===== src/rtl/tdm_audio_port.sv =====
// Master-mode 8-slot TDM port: bclk/fs generation, DAC serializer, ADC deserializer.
// Latency: outputs captured at frame start; inputs presented one clk after last rising bclk.
// Backpressure: none, free-running; DSP must consume audio_inputs within one frame.
module tdm_audio_port #(
  parameter int IO_WIDTH   = 24,
  parameter int SLOT_WIDTH = 32,
  parameter int BCLK_DIV   = 4
) (
  input  logic                clk,
  input  logic                reset_n,
  input  logic [IO_WIDTH-1:0] audio_outputs [0:7],
  output logic [IO_WIDTH-1:0] audio_inputs  [0:7],
  output logic                frame_strobe,
  output logic                tdm_bclk,
  output logic                tdm_fs,
  output logic                tdm_sdout,
  input  logic                tdm_sdin
);

  localparam int DW  = (BCLK_DIV > 1) ? $clog2(BCLK_DIV) : 1;
  localparam int BW  = $clog2(SLOT_WIDTH);
  localparam int BW1 = BW + 1;
  localparam int CW  = BW + 3;

  localparam logic [DW-1:0]  DIV_RISE = DW'(BCLK_DIV / 2 - 1);
  localparam logic [DW-1:0]  DIV_FALL = DW'(BCLK_DIV - 1);
  localparam logic [CW-1:0]  BIT_LAST = CW'(8 * SLOT_WIDTH - 1);
  localparam logic [BW1-1:0] IO_W     = BW1'(IO_WIDTH);
  localparam logic [BW-1:0]  IO_LAST  = BW'(IO_WIDTH - 1);

  logic [DW-1:0]       div;
  logic                rise_evt;
  logic                fall_evt;
  logic [CW-1:0]       bitcnt;
  logic [CW-1:0]       bitcnt_nxt;
  logic                frame_last;
  logic [2:0]          slot;
  logic [2:0]          slot_nxt;
  logic [BW-1:0]       bitpos;
  logic [BW-1:0]       bitpos_nxt;
  logic [IO_WIDTH-1:0] shadow      [0:7];
  logic [IO_WIDTH-1:0] shadow_nxt  [0:7];
  logic [IO_WIDTH-1:0] out_word;
  logic                sdout_nxt;
  logic [IO_WIDTH-1:0] in_shift;
  logic [IO_WIDTH-1:0] shift_nxt;
  logic                sample_en;
  logic [IO_WIDTH-1:0] in_buf      [0:7];
  logic [IO_WIDTH-1:0] in_buf_nxt  [0:7];

  assign rise_evt   = (div == DIV_RISE);
  assign fall_evt   = (div == DIV_FALL);
  assign frame_last = (bitcnt == BIT_LAST);
  assign slot       = bitcnt[CW-1 -: 3];
  assign bitpos     = bitcnt[BW-1:0];
  // Bit counter is a power of two wide, so the last bit wraps to 0 naturally.
  assign bitcnt_nxt = bitcnt + 1'b1;
  assign slot_nxt   = bitcnt_nxt[CW-1 -: 3];
  assign bitpos_nxt = bitcnt_nxt[BW-1:0];

  // Free-running bclk divider.
  always_ff @(posedge clk or negedge reset_n) begin
    if (!reset_n) begin
      div <= '0;
    end else if (fall_evt) begin
      div <= '0;
    end else begin
      div <= div + 1'b1;
    end
  end

  // Registered bit clock: rises on rise_evt, falls on fall_evt (50% duty).
  always_ff @(posedge clk or negedge reset_n) begin
    if (!reset_n) begin
      tdm_bclk <= 1'b0;
    end else if (rise_evt) begin
      tdm_bclk <= 1'b1;
    end else if (fall_evt) begin
      tdm_bclk <= 1'b0;
    end
  end

  // Next shadow and serial bit; the frame-start word comes straight from the
  // DSP array so slot 0 bit 0 is not a frame late.
  always_comb begin
    shadow_nxt = shadow;
    if (frame_last) begin
      shadow_nxt = audio_outputs;
    end
    out_word  = shadow_nxt[slot_nxt] << bitpos_nxt;
    sdout_nxt = ({1'b0, bitpos_nxt} < IO_W) && out_word[IO_WIDTH-1];
  end

  // Transmit side: advance bit position and launch fs/sdout on falling bclk.
  always_ff @(posedge clk or negedge reset_n) begin
    if (!reset_n) begin
      bitcnt    <= BIT_LAST;
      tdm_fs    <= 1'b0;
      tdm_sdout <= 1'b0;
      for (int k = 0; k < 8; k++) begin
        shadow[k] <= '0;
      end
    end else if (fall_evt) begin
      bitcnt    <= bitcnt_nxt;
      shadow    <= shadow_nxt;
      tdm_fs    <= (bitcnt_nxt == '0);
      tdm_sdout <= sdout_nxt;
    end
  end

  // Receive datapath: shift MSB-first, complete word lands in its slot buffer.
  always_comb begin
    shift_nxt  = (in_shift << 1) | IO_WIDTH'(tdm_sdin);
    sample_en  = rise_evt && ({1'b0, bitpos} < IO_W);
    in_buf_nxt = in_buf;
    if (rise_evt && (bitpos == IO_LAST)) begin
      in_buf_nxt[slot] = shift_nxt;
    end
  end

  // Receive side: sample sdin on rising bclk, publish the buffer at frame end.
  always_ff @(posedge clk or negedge reset_n) begin
    if (!reset_n) begin
      in_shift     <= '0;
      frame_strobe <= 1'b0;
      for (int k = 0; k < 8; k++) begin
        in_buf[k]       <= '0;
        audio_inputs[k] <= '0;
      end
    end else begin
      frame_strobe <= rise_evt && frame_last;
      in_buf       <= in_buf_nxt;
      if (sample_en) begin
        in_shift <= shift_nxt;
      end
      // Uses in_buf_nxt so a full-width last slot is not lost.
      if (rise_evt && frame_last) begin
        audio_inputs <= in_buf_nxt;
      end
    end
  end

endmodule


===== config.mk =====
export PLATFORM = sky130hd
export DESIGN_NAME = tdm_audio_port
export DESIGN_NICKNAME = d
export VERILOG_FILES = /design/src/rtl/tdm_audio_port.sv
export SDC_FILE = /design/constraint.sdc
export NUM_CORES = 1
export LEC_CHECK = 0
export ABC_CLOCK_PERIOD_IN_PS = 6600
export BUFFER_PORTS_ARGS = -buffer_cell sky130_fd_sc_hd__buf_2
export CORE_MARGIN = 1.5
export CORE_UTILIZATION = 25
export CTS_BUF_LIST = sky130_fd_sc_hd__clkbuf_4
export DETAILED_ROUTE_END_ITERATION = 10
export PLACE_DENSITY = 0.49
export SLEW_MARGIN = 20
export SYNTH_ARGS = -nofsm -noshare
export SYNTH_HDL_FRONTEND = slang
export SYNTH_SLANG_ARGS = --single-unit
export TNS_END_PERCENT = 50

===== constraint.sdc =====
create_clock -name clk -period 6.6 [get_ports clk]
set_input_delay 0.66 -clock clk [delete_from_list [all_inputs] [get_ports clk]]
set_output_delay 0.66 -clock clk [all_outputs]
set_load 0.005 [all_outputs]

# After elaboration in Yosys (flattened, before gate mapping)

Cells that the tools add are included.

Bits in registers: 613
Output and inout port bits: 196

$add $sub $neg: 2
Shift-type cells: 1
Order comparisons: 5
Eq/ne operators: 4
Multiplexer cells: 11
Reductions and logical operators: 7
Bitwise operators: 3

Operator list:

| kind                  | count |
|---|---|
| $mux W192             | 2 |
| $bwmux W192           | 1 |
| $bmux W24 S3          | 1 |
| $demux W24 S3         | 1 |
| $mux W24              | 3 |
| $or A24 B1 Y24        | 1 |
| $shl A24 B5 Y24       | 1 |
| $lt A5 B5 Y1 const B  | 2 |
| $add A8 B1 Y8 const B | 1 |
| $eq A8 B8 Y1 const B  | 1 |
| $ge A4 B4 Y1 const B  | 2 |
| $logic_not A8 Y1      | 1 |
| $not A3 Y4            | 2 |
| $eq A5 B5 Y1 const B  | 1 |
| $logic_and A1 B1 Y1   | 5 |
| $lt A4 B1 Y1 const B  | 1 |
| $add A2 B1 Y2 const B | 1 |
| $eq A2 B1 Y1 const B  | 1 |
| $eq A2 B2 Y1 const B  | 1 |
| $mux W1               | 2 |
| $mux W2               | 1 |
| $reduce_bool A2 Y1    | 1 |

# Logic depth before layout (Yosys ltp)

Gate-level depths: netlist of the first run.

Depth after elaboration: 7
Mapped depth: 14
Depth with buffers taken out: 10

# Worst setup path after synthesis of the first run

OpenSTA, ideal clock, no wires.

Kind: register to register
Start point: register bitcnt[0]
End point: register tdm_sdout
Data required time: 6,465 ps
Stages on the path, launching flop included: 13
Path slack: 3,775 ps
Period minus slack after synthesis: 2,825 ps
Arrival: 2,689 ps
Setup time: 135 ps
Cell sequence: dfstp_2 > ha_1 > buf_2 > and2_1 > buf_2 > nand2_1 > xnor2_1 > buf_2 > mux4_2 > a2111oi_0 > nand3b_1 > a211o_1 > o311ai_1

Longest elaborated chain between the ends: 7
Elaborated cells between the ends (all ways): 10
Classes of those cells: 1 x add/sub; 1 x order compare; 1 x eq/ne; 1 x shift; 4 x mux; 1 x bitwise; 1 x reduce/logical

Ends and longest elaborated chain:

| what                                                          | line   | text |
|---|---|---|
| start: declaration                                            | 34     | `logic [CW-1:0] bitcnt;` |
| start signal: assignment                                      | 104    | `bitcnt <= bitcnt_nxt;` |
| $add A8 B1 Y8 or $eq A8 B8 Y1 (tied branches)                 | 57, 53 |  |
| $not A3 Y4 (not written as such) or $mux W192 (tied branches) | 90, 87 |  |
| $bmux W24 S3                                                  | 90     | `out_word = shadow_nxt[slot_nxt] << bitpos_nxt;` |
| $mux W24 (not written as such) (2 in a row)                   | 90     |  |
| $shl A24 B5 Y24                                               | 90     |  |
| $logic_and A1 B1 Y1 (*)                                       | 91     | `sdout_nxt = ({1'b0, bitpos_nxt} < IO_W) && out_word[IO_WIDTH-1];` |
| end signal: assignment                                        | 107    | `tdm_sdout <= sdout_nxt;` |
| end: declaration                                              | 16     | `output logic tdm_sdout,` |

Mark *: on every way between the ends. The rest lies on a longest branch, timed or not. The select of a mux whose other input is x is not followed.
A chain may end at the register's enable or synchronous reset.

# Final worst setup path of the first run

Ends and elaborated chain as after synthesis.

==> out/qor.yml, run 1 <==
final_layout:
  postLayoutCoreUtil_pct: 32.4
  area.growth.synth_to_final_pct: 28.7
  drive_gt1_share_pct: 38.9
  final.fill_count: 10687
  fin_nets: 3054
route:
  wirelength_um: 87400
  antenna_left: 0
  avgRoutedWirePerCell_um: 20.0
  detailroute.via_count: 19519
  drtIter0Drc: 1078
  drt_pre_antenna_iters: 5
  remaining_drc_errors: 0
  detail_route.vias_per_cell: 4.47
worst_setup_path:
  crit_path_start_kind: "flip-flop"
  cp.arrival_ns: 5.36
  critical_path_class: "flip-flop to flip-flop"
  worst-path-max-fanout: 64
  worstSetupEndpointType: "flip-flop"
  crit_path_start: "bitcnt[0]"
  crit-reg2reg-launch: "bitcnt[0]"
  critPathRequiredTime_ns: 7.49
grt:
  grt_antenna_before_repair: 4
  grt_pass1_vias: 20698
  maximum_number_of_pins_on_one_net_before_global_route_repair: 136
  overflow: 0
  track_usage_pct: 16.5
  grt_pass1_wl_um: 132000
logic_synthesis:
  synth-main-ff-cell: "sky130_fd_sc_hd__dfrtp_1"
  post_synth_inst_count: 2224
  synth.area.top_cells: "sky130_fd_sc_hd__dfrtp_1 58%, sky130_fd_sc_hd__mux2_2 18%, sky130_fd_sc_hd__nand2_1 9.7%"
  synth_top_area_share_pct: 58.1
  synth.avg_cell_area_um2: 11.7
  postSynth.asyncResetShare_pct: 100
  synthMostInstantiatedCell: "sky130_fd_sc_hd__nand2_1"
  synth_nets: 2422
  syn_area_mm2: 0.0261
  ys_seq_area_share_pct: 58.9
  post_synth_edffs: 0
  ys_types: 65
  synthesis_warnings: 0
  synth.largest_area_cell: "sky130_fd_sc_hd__dfrtp_1"
  synth_top_cells_by_count: "674 x sky130_fd_sc_hd__nand2_1, 605 x sky130_fd_sc_hd__dfrtp_1, 417 x sky130_fd_sc_hd__mux2_2, 118 x sky130_fd_sc_hd__clkbuf_1, 36 x sky130_fd_sc_hd__mux2i_1"
  synth_seq_cells: 613
timing:
  setup_total_negative_slack_ns: 0
  timing.fmax_mhz: 224
  timing.final.hold_violations: 0
  slew_limit_fails: 0
  slew-limit-headroom_pct: 28.3
  fin_worst_skew_ns: 0.0995
  final_setup_violation_count: 0
  worst_slew_pin_slew_ns: 1.07
  layout_worst_path_cycle_share_pct: 67.8
  rsz0062_at_grt: "no"
  final.min_clock_period_ns: 4.47
floorplan:
  die-height_um: 326
  initial_util_pct: 25.2
  die_w_um: 326
  core.rowCount: 118
  core_region_area_mm2: 0.103
  ioPinCount: 391
  die_area_mm2: 0.106
worst_hold_path:
  hp-class: "input pin to async pin"
clocking:
  h-tree-depth: 4
  ctsRootBufferMaster: "sky130_fd_sc_hd__clkbuf_4"
  post_cts_resized: 0
  clkLatencyLatePin_ns: 1.06
  clock_transition_at_the_register_clock_pins_on_the_worst_setup_and_hold_paths_after_cts_ns: 0.07
  clockBufferDepth: 3
  sink_count: 613
  cts-buffers-inserted: 176
  cts_tree: "built"
power:
  max-vdd-ir-drop_v: 0.000115
  leakage_nw: 16.7
  powerDensity_mw_per_mm2: 234
placement:
  post-dp-hpwl_um: 57500
  portBuffers: 390
  routabilityCongestion: 0.835
run:
  maxCapViolCount: 0
outcome:
  run_status: "finished, final reports clean"
## sequential cells by signal (all words and copies together) (netlist names)
signal,cells
tdm_bclk,1
tdm_fs,1
div,2
shadow,192
tdm_sdout,1
frame_strobe,1
audio_inputs,192
in_buf,192
in_shift,23
bitcnt,8
## routing by layer
layer	track usage, %	up-vias	share of wire, %
met2	26.9	613	48
li1	-	8975	-
met1	20.3	9781	43
met3	5.16	146	7.0
met5	0	-	0.031
met4	6.21	4	2.1
## through the flow
step	worst slack [ns]	std cells	hold WS, ns	cell area, um2	power, W
finish	2.13	4367	0.247	33600	0.00784
global route	1.82	4365	0.182	33500	0.00826
CTS	2.14	4361	0.0373	33500	0.00805
detailed placement	2.15	3864	0.457	29400	0.00423
global placement	2.16	3864	0.447	29400	0.00423
floorplan	3.78	2224	0.364	26100	0.00402
## cell usage in the layout (no fill, tap or decap), drive strengths merged, types with 8 or more instances in the layout
| cell type | Yosys | final |
|---|---|---|
| a2111oi | 13 | 13 |
| a211oi | 26 | 26 |
| a21oi | 21 | 21 |
| a311oi | 18 | 18 |
| a31oi | 10 | 10 |
| and3 | 29 | 29 |
| buf | 45 | 423 |
| clkbuf | 118 | 259 |
| clkinv | 0 | 33 |
| dfrtp | 605 | 605 |
| dfstp | 8 | 8 |
| dlygate4sd3 | 0 | 194 |
| inv | 8 | 16 |
| mux2 | 417 | 417 |
| mux2i | 36 | 36 |
| mux4 | 15 | 15 |
| nand2 | 676 | 676 |
| nand3 | 23 | 23 |
| nand4 | 8 | 8 |
| nor2 | 20 | 20 |
| nor3 | 11 | 11 |
| o21ai | 21 | 21 |
| xnor2 | 10 | 10 |
## power by group
| part | internal [W] | leakage [nW] | switching (W) |
|---|---|---|---|
| logic | 0.000194 | 7.39 | 0.000174 |
| registers | 0.00382 | 8.01 | 0.0000569 |
| clock network | 0.00185 | 1.33 | 0.00174 |
| total | 0.00587 | 16.7 | 0.00197 |
## final timing paths
| kind | end | slack, ns | cells after the start |
|---|---|---|---|
| setup / recovery | tdm_sdout | 2.13 | 11 |
| hold / removal | audio_inputs[152] | 0.25 | 2 |
| setup reg to reg | tdm_sdout | 2.13 | 11 |
| hold reg to reg | audio_inputs[162] | 0.47 | 2 |
| max in group asynchronous | in_buf[57] | 4.98 | 3 |
| min in group clk | shadow[135] | 0.40 | 3 |
## kinds of logic (layout without fill, tap and decap cells)
logic type | count (synthesis) | after routing | share of synthesized area, %
buffers and inverters | 171 | 928 | 2.90
adders and majority gates | 3 | 3 | 0.144
other | 0 | 6 | 0
xor gates and xnor gates | 15 | 15 | 0.504
and+or+nand+nor | 795 | 795 | 12.4
muxes | 468 | 468 | 20.7
DFF | 613 | 613 | 58.9
AOI/OAI and AO/OA | 159 | 159 | 4.46
## repair_timing
| action | 4_1_cts | 5_1_grt |
|---|---|---|
| endpoints found under the hold margin | 282 | 0 |
| hold buffers | 194 | 0 |
| setup buffers | 0 | 0 |
| endpoints found under the setup margin | 0 | 0 |
## critical path, stage by stage (launching register included)
cell	delay [ns]
sky130_fd_sc_hd__dfstp_2	0.72
sky130_fd_sc_hd__nand3_1	0.48
sky130_fd_sc_hd__o21ai_2	0.26
sky130_fd_sc_hd__buf_4	0.37
sky130_fd_sc_hd__nand2_4	0.54
sky130_fd_sc_hd__buf_4	0.47
sky130_fd_sc_hd__a211oi_1	0.31
sky130_fd_sc_hd__nor4_1	0.08
sky130_fd_sc_hd__or4_1	0.55
sky130_fd_sc_hd__a211o_1	0.27
sky130_fd_sc_hd__o2111ai_1	0.17
sky130_fd_sc_hd__o311ai_1	0.15
## final cells by class
cell class | instances | area (um2) | area share [%]
Antenna cell | 6 | 15.0 | 0.0447
Inverter | 8 | 35.0 | 0.104
Multi-Input combinational cell | 1440 | 10000 | 29.8
Sequential cell | 613 | 15300 | 45.7
Timing Repair Buffer | 617 | 4180 | 12.4
Clock buffer | 259 | 1940 | 5.80
Tap cell | 1380 | 1730 | 5.15
Clock inverter | 44 | 290 | 0.865
(Power assumes the default switching activity.)
==> inputs of run 2 (changes only) <==
ABC_CLOCK_PERIOD_IN_PS = 4050   (was 6600)
PLACE_DENSITY = 0.51   (was 0.49)
clock period = 4.05 ns   (was 6.6 ns; I/O delays follow)
==> run 2 against run 1 <==
Net effect:
- final cell count rose by 2.5%
- cell area rose by 3.1%
- sequential share of layout area fell by 1.4 points
- sequential cell count did not move
- register-to-register slack got worse by 1.8 ns
- critical path depth fell by 2
- highest routed layer unchanged
==> out/qor.yml, run 2 (synthesis results as in run 1) <==
grt:
  grt_pass1_wl_um: 135000  # +2.5%
  track_usage_pct: 16.8  # +0.35 points
  maximum_number_of_pins_on_one_net_before_global_route_repair: 193  # +42%
  grt_pass1_vias: 21114  # +2.0%
  grt_antenna_before_repair: 6  # +2
  overflow: 0  # unchanged
power:
  seqPwrFrac_pct: 49.7  # +0.2 points
  max-vdd-ir-drop_v: 0.000250  # +120%
  leakage_nw: 17.2  # +2.7%
  clock_power_share_pct: 44.9  # -0.9 points
  power_switching_w: 0.00326  # +65%
  powerDensity_mw_per_mm2: 368  # +57%
  relative_contribution_of_combinational_cells_to_total_power_pct: 5.4  # +0.7 points
  internal_power_w: 0.00946  # +61%
  sw_frac_of_total_pct: 25.6  # +0.47 points
route:
  remaining_drc_errors: 0  # unchanged
  detailroute.via_count: 19914  # +2.0%
  avgRoutedWirePerCell_um: 19.9  # -0.30%
  drtIter0Drc: 1136  # +5.4%
  drt_pre_antenna_iters: 6  # +1
  antenna_left: 0  # unchanged
  wirelength_um: 89300  # +2.2%
  detail_route.vias_per_cell: 4.45  # -0.46%
final_layout:
  largest_registers: "audio_inputs: 192 flops, in_buf: 192 flops, shadow: 192 flops"
  fin_nets: 3155  # +3.3%
  layout_common_cells: "671 x sky130_fd_sc_hd__nand2_1, 605 x sky130_fd_sc_hd__dfrtp_1, 417 x sky130_fd_sc_hd__mux2_2, 389 x sky130_fd_sc_hd__buf_2, 272 x sky130_fd_sc_hd__dlygate4sd3_1"
  drive_gt1_share_pct: 37.9  # -1.0 points
  final_area_mm2: 0.0346  # +3.1%
  area.growth.synth_to_final_pct: 32.8
  layout_commonest_cell: "sky130_fd_sc_hd__nand2_1"
worst_setup_path:
  worst_r2r_path_depth: 9  # -2
  worst_path_most_repeated_cell: "sky130_fd_sc_hd__or4_1"
  critPathRequiredTime_ns: 4.98  # -2.51 ns
  critPathMaxStageDelay_ns: 0.75  # +0.03 ns
  crit_path_top_delay_cell: "sky130_fd_sc_hd__dfstp_2"
  worstSetupEndpointType: "flip-flop"
  setup.reg_to_reg.worst_slack_ns: 0.36  # -1.76 ns
  path_cells: "nand3_1 > or4_1 > and2_4 > a31oi_2 > o221ai_1 > or4_1 > a211o_1 > o2111ai_1 > o311ai_1"
  worst-path-max-fanout: 15  # -77%
  regToRegEndpoint: "tdm_sdout"
  critical_path_class: "flip-flop to flip-flop"
  crit_path_start_kind: "flip-flop"
  crit-reg2reg-launch: "bitcnt[0]"
  cp.arrival_ns: 4.61  # -0.75 ns
clocking:
  post_cts_resized: 0  # unchanged
  cts-hold-fix-buffers: 273  # +41%
  ctsRootBufferMaster: "sky130_fd_sc_hd__clkbuf_4"
  h-tree-depth: 4  # unchanged
  post_cts_buffers: 0  # unchanged
  clockBufferDepth: 3  # unchanged
  cts-buffers-inserted: 174  # -1.1%
  cts_tree: "built"
  sink_count: 613  # unchanged
  clkLatencyLatePin_ns: 1.08  # +0.02 ns
  clock_transition_at_the_register_clock_pins_on_the_worst_setup_and_hold_paths_after_cts_ns: 0.07  # about the same
worst_hold_path:
  hp-class: "input pin to flip-flop"
  hold_path_depth: 3
  hold_path.startpoint: "audio_outputs[29]"
  whs_endpoint: "shadow[29]"
timing:
  setup_total_negative_slack_ns: 0  # unchanged
  final_setup_violation_count: 0  # unchanged
  fin_worst_skew_ns: 0.0900  # -0.00951 ns
  slew_limit_fails: 0  # unchanged
  timing.fmax_mhz: 271  # +21%
  timing.final.hold_violations: 0  # unchanged
  rsz0062_at_grt: "no"
  layout_worst_path_cycle_share_pct: 91.0  # +23 points
  worst_slew_pin_slew_ns: 1.04  # -0.0302 ns
  slew-limit-headroom_pct: 30.9  # +2.6 points
  final.min_clock_period_ns: 3.69  # -0.788 ns
run:
  maxCapViolCount: 0  # unchanged
placement:
  dpl-instance-area_mm2: 0.0297  # +1.0%
  portBuffers: 390  # unchanged
  post-dp-hpwl_um: 57600  # +0.19%
  routabilityCongestion: 0.867  # +3.9%
floorplan:
  die_area_mm2: 0.106  # unchanged
  core_region_area_mm2: 0.103  # unchanged
  initial_util_pct: 25.2  # unchanged
  ioPinCount: 391  # unchanged
  die_w_um: 326  # unchanged
  die-height_um: 326  # unchanged
  core.rowCount: 118  # unchanged
outcome:
  run_status: "finished, final reports clean"
## run 2: per-stage QoR
| stage | setup WS [ns] | total power [W] | util (%) | std cells | hold slack (ns) |
|---|---|---|---|---|---|
| floorplan | 1.23 | 0.00654 | - | 2224 | 0.109 |
| global placement | 0.445 | 0.00690 | 28.7 | 3888 | 0.446 |
| detailed placement | 0.346 | 0.00690 | 28.7 | 3888 | 0.451 |
| CTS | 0.394 | 0.0130 | 33.4 | 4466 | 0.000680 |
| global route | 0.205 | 0.0134 | 33.4 | 4473 | 0.0236 |
| finish | 0.365 | 0.0127 | 33.4 | 4476 | 0.151 |
## run 2: worst max path at each step
stage                   start   endpoint  slack (ns)  cells after the start
CTS                 bitcnt[0]  tdm_sdout        0.39                      9
floorplan           bitcnt[0]  tdm_sdout        1.23                     12
detailed placement  bitcnt[0]  tdm_sdout        0.35                      9
global route        bitcnt[0]  tdm_sdout        0.20                     10
finish              bitcnt[0]  tdm_sdout        0.36                      9
global placement    bitcnt[0]  tdm_sdout        0.45                      9
## run 2: routing by layer
metal	GRT usage [%]	vias up	share of wire, %
li1	-	9159	-
met1	20.9	9930	42
met2	27.1	695	47
met3	5.52	128	7.8
met4	6.21	2	2.4
met5	0	-	0.015
## run 2: critical path, delay by kind of cell, from the launching register on
family / cells / cell delay [ns]
AO/OA/AOI/OAI: 5 / 1.32
AND/OR/NAND/NOR: 4 / 1.50
flip-flops: 1 / 0.75
## run 2: area by class of cell
type,count,area (um2)
Fill cell,10577,68900
Sequential cell,613,15300
Multi-Input combinational cell,1440,10000
Timing Repair Buffer,720,5280
Clock buffer,240,1800
Tap cell,1380,1730
Clock inverter,65,375
Inverter,8,35.0
Antenna cell,10,25.0
## run 2: power by group through the flow
stage	combinational, W	clock, W	sequential (W)
final	0.000681	0.00571	0.00632
after global routing	0.000749	0.00630	0.00633
after CTS	0.000691	0.00597	0.00632
after detailed placement	0.000464	0	0.00644
after global placement	0.000463	0	0.00644
after floorplan	0.000166	0	0.00638
==> inputs of run 3 (changes only) <==
CELL_PAD_IN_SITES_DETAIL_PLACEMENT = 1   (was not set)
CELL_PAD_IN_SITES_GLOBAL_PLACEMENT = 2   (was not set)
PLACE_DENSITY = 0.67   (was 0.51)
==> run 3 against run 2 <==
Net effect:
- first-iteration DRC count is 13% lower
- global-route usage up 1.2 points
- power grew 0.42%
- sequential power hardly changed
- critical path type unchanged
- register-to-register slack got worse by 0.18 ns
==> out/qor.yml, run 3 (synthesis results as in run 1) <==
outcome:
  run_status: "finished, final reports clean"
final_layout:
  layout_commonest_cell: "sky130_fd_sc_hd__nand2_1"
  layout_common_cells: "671 x sky130_fd_sc_hd__nand2_1, 605 x sky130_fd_sc_hd__dfrtp_1, 417 x sky130_fd_sc_hd__mux2_2, 389 x sky130_fd_sc_hd__buf_2, 257 x sky130_fd_sc_hd__clkbuf_4"
  final.fill_count: 11506  # +8.8%
  area.growth.synth_to_final_pct: 31.2
  final_area_mm2: 0.0342  # -1.2%
  largest_registers: "audio_inputs: 192 flops, in_buf: 192 flops, shadow: 192 flops"
  drive_gt1_share_pct: 39.1  # +1.2 points
  fin_nets: 3109  # -1.5%
  multi_input_area_mm2: 0.0100  # +0.15%
  regArea_mm2: 0.0153  # unchanged
placement:
  portBuffers: 390  # unchanged
  dpl-instance-area_mm2: 0.0297  # +0.24%
  post_place_setup_slack_ns: 0.184  # -0.162 ns
  routabilityCongestion: 0.855  # -1.3%
  post-dp-hpwl_um: 63400  # +10%
power:
  seqPwrFrac_pct: 49.6  # about the same
  internal_power_w: 0.00955  # +1.0%
  powerDensity_mw_per_mm2: 374  # +1.7%
  leakage_nw: 17.0  # -0.87%
  sw_frac_of_total_pct: 25.2  # -0.43 points
  power_switching_w: 0.00322  # -1.3%
  max-vdd-ir-drop_v: 0.000189  # -25%
  totalPowerFinal_w: 0.0128  # +0.42%
  relative_contribution_of_combinational_cells_to_total_power_pct: 5.2  # -0.2 points
  clock_power_share_pct: 45.2  # +0.3 points
grt:
  grt_pass1_wl_um: 144000  # +6.4%
  grt_use_met2_pct: 31.1  # +4.0 points
  track_usage_pct: 18.1  # +1.2 points
  groute.layer.met1.usage_pct: 21.5  # +0.55 points
  grt_pass1_vias: 22585  # +7.0%
  overflow: 0  # unchanged
  grt-busiest-layer: "met2"
  global_route_track_usage_on_met3_pct: 4.70  # -0.82 points
  maximum_number_of_pins_on_one_net_before_global_route_repair: 193  # unchanged
  grt_antenna_before_repair: 2  # -4
timing:
  setup_total_negative_slack_ns: 0  # unchanged
  fin_worst_skew_ns: 0.0594  # -0.0306 ns
  final.min_clock_period_ns: 3.87  # +0.183 ns
  worst_slew_pin_slew_ns: 0.975  # -0.0617 ns
  slew_limit_fails: 0  # unchanged
  final_setup_violation_count: 0  # unchanged
  layout_setup_ws_ns: 0.182  # -0.183 ns
  timing.fmax_mhz: 259  # -4.7%
  slew-limit-headroom_pct: 34.8  # +3.9 points
  layout_worst_path_cycle_share_pct: 95.5  # +4.5 points
  rsz0062_at_grt: "no"
  timing.final.hold_violations: 0  # unchanged
floorplan:
  initial_util_pct: 25.2  # unchanged
  die-height_um: 326  # unchanged
  die_area_mm2: 0.106  # unchanged
  ioPinCount: 391  # unchanged
  core_region_area_mm2: 0.103  # unchanged
  core.rowCount: 118  # unchanged
  die_w_um: 326  # unchanged
clocking:
  ctsRootBufferMaster: "sky130_fd_sc_hd__clkbuf_4"
  post_cts_buffers: 0  # unchanged
  cts_tree: "built"
  clock_transition_at_the_register_clock_pins_on_the_worst_setup_and_hold_paths_after_cts_ns: 0.07  # about the same
  clockBufferDepth: 3  # unchanged
  clkLatencyLatePin_ns: 1.04  # -0.04 ns
  cts-buffers-inserted: 176  # +1.1%
  h-tree-depth: 4  # unchanged
  sink_count: 613  # unchanged
worst_setup_path:
  crit_path_start_kind: "flip-flop"
  critPathRequiredTime_ns: 5.00  # +0.02 ns
  worst-path-max-fanout: 33  # +18
  cp.arrival_ns: 4.81  # +0.20 ns
  critical_path_class: "flip-flop to flip-flop"
  worstSetupEndpointType: "flip-flop"
run:
  maxCapViolCount: 0  # unchanged
route:
  wirelength_um: 95500  # +7.0%
  drtIter0Drc: 985  # -13%
  detailroute.via_count: 20133  # +1.1%
  avgRoutedWirePerCell_um: 21.6  # +8.5%
  remaining_drc_errors: 0  # unchanged
  antenna_left: 0  # unchanged
  drt_pre_antenna_iters: 5  # -1
  detail_route.vias_per_cell: 4.56  # +2.5%
worst_hold_path:
  hp-class: "input pin to flip-flop"
==> run 3: layout make-up <==
| cell class | count | area share [%] |
|---|---|---|
| inverter | 8 | 0.102 |
| timing repair buffer | 672 | 14.2 |
| antenna | 3 | 0.0220 |
| sequential | 613 | 44.9 |
| clock inverter | 42 | 0.714 |
| tap | 1380 | 5.05 |
| clock buffer | 257 | 5.64 |
| multi-input combinational | 1440 | 29.3 |
==> run 3: per-layer routing <==
metal	up-vias	wire (um)
met5	-	0
met4	0	2730
met3	152	5740
met2	601	48000
met1	10319	39000
li1	9061	-
==> run 3: repair_timing <==
| item | CTS | global route |
|---|---|---|
| resized for setup | 0 | 0 |
| endpoints found under the hold margin | 489 | 0 |
| hold buffers | 223 | 0 |
==> run 3: critical path, cell delays in order, from the launching register on <==
cell                       delay [ns]
sky130_fd_sc_hd__dfstp_2         0.78
sky130_fd_sc_hd__and4_1          0.34
sky130_fd_sc_hd__a21oi_1         0.27
sky130_fd_sc_hd__nor2_4          0.80
sky130_fd_sc_hd__buf_4           0.28
sky130_fd_sc_hd__nand2_1         0.06
sky130_fd_sc_hd__a311o_1         0.42
sky130_fd_sc_hd__o21ai_0         0.40
sky130_fd_sc_hd__nor3_1          0.15
sky130_fd_sc_hd__o311ai_1        0.27
==> run 3: stage by stage <==
stage	instances	hold slack (ns)	util [%]
6_report	4415	0.151	33.0
5_1_grt	4415	0.0593	33.0
4_1_cts	4411	0.000100	33.0
3_5_place_dp	3889	0.458	28.7
3_3_place_gp	3889	0.444	28.7
2_1_floorplan	2224	0.109	-
==> run 3: worst paths after layout <==
path,start,end,slack (ns),depth (start not counted)
max,bitcnt[3],tdm_sdout,0.18,9
min,audio_outputs[98],shadow[98],0.15,3
max reg2reg,bitcnt[3],tdm_sdout,0.18,9
min reg2reg,div[0],div[0],0.47,1
max in group asynchronous,reset_n,audio_inputs[38],2.51,4
min in group asynchronous,reset_n,shadow[96],0.56,3
==> run 3: power by group through the flow <==
stage / combinational [W] / clock, W / sequential (W)
4_1_cts: 0.000671 / 0.00606 / 0.00634
6_report: 0.000662 / 0.00577 / 0.00634
3_5_place_dp: 0.000487 / 0 / 0.00645
5_1_grt: 0.000725 / 0.00637 / 0.00634
2_1_floorplan: 0.000166 / 0 / 0.00638
3_3_place_gp: 0.000471 / 0 / 0.00645
